===== src/rtl/vga_scan_gen.sv =====
// Raster timing generator and fixed-priority sprite compositor for the VGA path.
// Counters drive the sprite blocks; their layer nibbles are composited and registered with the syncs.
module vga_scan_gen #(
   parameter int          H_VIS      = 640,
   parameter int          H_FP       = 24,
   parameter int          H_SYNC     = 40,
   parameter int          H_BP       = 128,
   parameter int          V_VIS      = 480,
   parameter int          V_FP       = 9,
   parameter int          V_SYNC     = 3,
   parameter int          V_BP       = 28,
   parameter logic        SYNC_POL   = 1'b0,
   parameter logic [11:0] LAYER0_RGB = 12'hFFF,
   parameter logic [11:0] LAYER1_RGB = 12'hF00,
   parameter logic [11:0] LAYER2_RGB = 12'h00F,
   parameter logic [11:0] LAYER3_RGB = 12'h0F0,
   parameter logic [11:0] BG_RGB     = 12'h000
) (
   input  logic        clk,
   input  logic        rst,
   output logic [11:0] pixel_row,
   output logic [11:0] pixel_column,
   output logic        video_on,
   input  logic [15:0] layer_pix,
   output logic        frame_tick,
   output logic [3:0]  vga_r,
   output logic [3:0]  vga_g,
   output logic [3:0]  vga_b,
   output logic        vga_hsync,
   output logic        vga_vsync
);

   localparam int H_TOTAL = H_VIS + H_FP + H_SYNC + H_BP;
   localparam int V_TOTAL = V_VIS + V_FP + V_SYNC + V_BP;
   localparam int HW      = (H_TOTAL > 1) ? $clog2(H_TOTAL) : 1;
   localparam int VW      = (V_TOTAL > 1) ? $clog2(V_TOTAL) : 1;

   // All timing compares are done at 32 bits so porch sums can never wrap the counter width.
   localparam logic [31:0] H_VIS_C    = 32'(H_VIS);
   localparam logic [31:0] H_LAST_C   = 32'(H_TOTAL - 1);
   localparam logic [31:0] HS_START_C = 32'(H_VIS + H_FP);
   localparam logic [31:0] HS_END_C   = 32'(H_VIS + H_FP + H_SYNC);
   localparam logic [31:0] V_VIS_C    = 32'(V_VIS);
   localparam logic [31:0] V_LASTVIS_C = 32'(V_VIS - 1);
   localparam logic [31:0] V_LAST_C   = 32'(V_TOTAL - 1);
   localparam logic [31:0] VS_START_C = 32'(V_VIS + V_FP);
   localparam logic [31:0] VS_END_C   = 32'(V_VIS + V_FP + V_SYNC);

   localparam logic [3:0][11:0] LAYER_RGB = {LAYER3_RGB, LAYER2_RGB, LAYER1_RGB, LAYER0_RGB};

   logic [HW-1:0] h_cnt_reg, h_cnt_next;
   logic [VW-1:0] v_cnt_reg, v_cnt_next;
   logic [31:0]   h_ext, v_ext;
   logic          h_wrap, v_wrap;

   logic [3:0]       layer_hit;
   logic [3:0][11:0] layer_rgb;
   logic [11:0]      rgb_next, rgb_reg;
   logic             hsync_next, hsync_reg;
   logic             vsync_next, vsync_reg;
   logic             frame_tick_next, frame_tick_reg;

   assign h_ext  = 32'(h_cnt_reg);
   assign v_ext  = 32'(v_cnt_reg);
   assign h_wrap = (h_ext == H_LAST_C);
   assign v_wrap = (v_ext == V_LAST_C);

   always_comb begin
      h_cnt_next = h_cnt_reg + 1'b1;
      v_cnt_next = v_cnt_reg;
      if (h_wrap) begin
         h_cnt_next = '0;
         v_cnt_next = v_wrap ? '0 : v_cnt_reg + 1'b1;
      end
   end

   always_ff @(posedge clk or negedge rst) begin
      if (!rst) begin
         h_cnt_reg <= '0;
         v_cnt_reg <= '0;
      end else begin
         h_cnt_reg <= h_cnt_next;
         v_cnt_reg <= v_cnt_next;
      end
   end

   assign pixel_column = 12'(h_cnt_reg);
   assign pixel_row    = 12'(v_cnt_reg);
   assign video_on     = (h_ext < H_VIS_C) && (v_ext < V_VIS_C);

   // Each layer's colour is gated per channel by its own 4-bit intensity nibble.
   generate
      for (genvar gi = 0; gi < 4; gi++) begin : g_layer
         logic [3:0] nib;
         assign nib           = layer_pix[gi*4 +: 4];
         assign layer_hit[gi] = |nib;
         assign layer_rgb[gi] = LAYER_RGB[gi] & {nib, nib, nib};
      end
   endgenerate

   // Walk from lowest to highest priority so the lowest-index hit wins.
   always_comb begin
      rgb_next = BG_RGB;
      for (int k = 3; k >= 0; k--) begin
         if (layer_hit[k]) begin
            rgb_next = layer_rgb[k];
         end
      end
      if (!video_on) begin
         rgb_next = '0;
      end
   end

   always_comb begin
      hsync_next      = ((h_ext >= HS_START_C) && (h_ext < HS_END_C)) ? SYNC_POL : ~SYNC_POL;
      vsync_next      = ((v_ext >= VS_START_C) && (v_ext < VS_END_C)) ? SYNC_POL : ~SYNC_POL;
      frame_tick_next = h_wrap && (v_ext == V_LASTVIS_C);
   end

   always_ff @(posedge clk or negedge rst) begin
      if (!rst) begin
         rgb_reg        <= '0;
         hsync_reg      <= ~SYNC_POL;
         vsync_reg      <= ~SYNC_POL;
         frame_tick_reg <= 1'b0;
      end else begin
         rgb_reg        <= rgb_next;
         hsync_reg      <= hsync_next;
         vsync_reg      <= vsync_next;
         frame_tick_reg <= frame_tick_next;
      end
   end

   assign vga_r      = rgb_reg[11:8];
   assign vga_g      = rgb_reg[7:4];
   assign vga_b      = rgb_reg[3:0];
   assign vga_hsync  = hsync_reg;
   assign vga_vsync  = vsync_reg;
   assign frame_tick = frame_tick_reg;

endmodule


===== config.mk =====
export PLATFORM = sky130hd
export DESIGN_NAME = vga_scan_gen
export DESIGN_NICKNAME = d
export VERILOG_FILES = /design/src/rtl/vga_scan_gen.sv
export SDC_FILE = /design/constraint.sdc
export NUM_CORES = 1
export LEC_CHECK = 0
export BUFFER_PORTS_ARGS = -buffer_cell sky130_fd_sc_hd__buf_2
export CAP_MARGIN = 20
export CORE_UTILIZATION = 32
export CTS_CLUSTER_SIZE = 28
export DETAILED_ROUTE_END_ITERATION = 10
export PLACE_DENSITY = 0.52
export SYNTH_ARGS = -nofsm -noshare
export SYNTH_HDL_FRONTEND = slang
export SYNTH_SLANG_ARGS = --single-unit

===== constraint.sdc =====
create_clock -name clk -period 2.1 [get_ports clk]
set_input_delay 0.21 -clock clk [delete_from_list [all_inputs] [get_ports clk]]
set_output_delay 0.21 -clock clk [all_outputs]
set_load 0.01 [all_outputs]

==> impl_metrics.toml <==
[run_status]
status = "finished, final reports clean"

[timing]
finClkSkew_ns = 0.002831
whs_ns = 0.004744
fin_ws_ns = 0.3196
final_max_slew_viol_count = 0
finalCriticalPeriod_ns = 1.780
finalSetupViolations = 0
max-slew-margin-rel_pct = 48.19
hold_viol = 0
setup-tns-final_ns = 0
worstMarginPinSlew_ns = 0.7772
rsz0062_at_grt = "false"
finalCritPeriodShare_pct = 84.78
fmax_mhz = 561.7

[routing]
vias_per_cell = 4.639
route.detailed.wl_per_inst_um = 12.70
ant_nets = 0
wirelength_um = 3734
drc = 0
num_vias = 1364
drt_pre_antenna_iters = 4
first_iter_violations = 75

[critical_path]
crit_type = "register to register"
start_kind = "register"
critical_path_arrival_ns = 1.94
critPathCaptureType = "register"
required_ns = 2.26
critical_path.max_fanout = 5

[pwr]
power_density_mw_per_mm2 = 683.2
p_total_w = 0.001478
peakVddDrop_mv = 0.3245
cellLeakagePower_nw = 1.056

[hold_path]
hold_class = "input port to async pin"

[finish]
area_growth_syn_to_layout_pct = 27.98
largest_reg_flops = 12
num_antenna_cells = 0
layout_commonest_cell = "buf_2"
drive_above_1_share_pct = 33.48
final_nets = 245
final_cell_mix = "buf_2, dfrtp_1, nor2_1"
final_area_mm2 = 0.002163

[global_route]
grt_overflow = 0
grt_pass1_vias = 1214
grt_pass1_wl_um = 6092
antenna_found_initial = 0
grt_use_total_pct = 14.74
grt_max_degree = 36

[synth]
yosys_warnings = 0
synth_edf_count = 0
synth_cell_types = 39
synth_ff_type = "dfrtp_1"
synthesis.area_mm2 = 0.001690
synth_cells = 165
async_reset_ff_share_pct = 100.0
avgSynthCellArea_um2 = 10.24
ys_seq_elements = 35
ys_seq_area_share_pct = 51.96

[placement]
hpwl_um = 2767
gp_congestion = 0.8696
portBuffers = 53
placed_cell_area_mm2 = 0.002027
place_ws_ns = 0.3311

[clock_tree]
clockBufferDepth = 2
cts_buffers = 5
cts_tree = "done"
post_cts_buffers = 0
ctsResizeCount = 0
insertion_delay_ns = 0.28
cts.sinks = 35
ctsHtreeMaxLevel = 2
cts_root_buf = "clkbuf_8"
hold_buffers = 0
clk_pin_slew_ns = 0.07

[floorplan]
io-pin-count = 58
rows = 26
core-area_mm2 = 0.005107
die-height_um = 74.68
initial_core_util_pct = 33.10
die_area_mm2 = 0.005577
die-width_um = 74.68

[flow_run]
cap_violations = 0
[power by group]
part            total, W  internal (W)  switching, W
logic          0.0000711     0.0000257     0.0000454
registers       0.000689      0.000686    0.00000254
clock network   0.000718      0.000473      0.000245
total            0.00148       0.00119      0.000293
[path summary, 6_finish.rpt]
kind | from | cells past startpoint | slack (ns) | end
max | h_cnt_reg[0] | 5 | 0.32 | v_cnt_reg[9]
min | rst | 1 | 0.005 | h_cnt_reg[3]
max reg2reg | h_cnt_reg[0] | 5 | 0.32 | v_cnt_reg[9]
min reg2reg | h_cnt_reg[0] | 1 | 0.51 | h_cnt_reg[0]
max in group asynchronous | rst | 1 | 1.60 | rgb_reg[4]
min in group clk | layer_pix[13] | 3 | 0.18 | rgb_reg[5]
[per-stage QoR]
stage / util (%) / cells
final: 42.36 / 294
after global routing: 42.36 / 294
after CTS: 42.36 / 294
after detailed placement: 39.69 / 286
after global placement: 39.69 / 286
after floorplan: - / 168
[cell families (layout without fill, tap and decap cells)]
family / count (synthesis) / count (layout) / share of synthesized area, %
buf+inv: 15 / 71 / 4.959
other cells: 1 / 4 / 0.2218
flops: 35 / 35 / 51.96
fa+ha+maj: 4 / 4 / 2.961
compound gates: 26 / 26 / 9.179
xor+xnor: 12 / 12 / 6.218
simple gates: 72 / 72 / 24.50
[layer usage]
metal	routed length, um	GRT usage (%)	up-vias
li1	-	-	684
met1	1804	21.56	639
met2	1719	21.02	36
met3	160	3.748	5
met4	49	5.451	0
met5	0	0	-
[synthesized netlist by cell type, types with 4 or more instances]
cell type | count | share of area, %
xnor2_1 | 6 | 3.1
buf_4 | 4 | 1.8
nor2_1 | 29 | 6.4
ha_1 | 4 | 3.0
dfrtp_1 | 33 | 49
inv_1 | 5 | 1.1
a21oi_1 | 13 | 3.8
xor2_1 | 6 | 3.1
o21ai_0 | 4 | 1.2
nand2_1 | 7 | 1.6
nand3_1 | 9 | 2.7
nand4_1 | 5 | 1.9
[critical path, cell delays in order (launching register included)]
cell,delay [ns]
dfrtp_1,0.40
ha_1,0.20
nand3_1,0.17
or4_4,0.61
o221ai_1,0.19
o31ai_1,0.10
[layout make-up]
cell class	instances	area [um2]
fill	543	2944
timing repair buffer	58	302.8
clock buffer	5	68.82
inverter	5	18.77
clock inverter	3	67.56
sequential	35	878.3
tap	70	87.58
multi-input combinational	118	739.5
(Power assumes the default switching activity.)
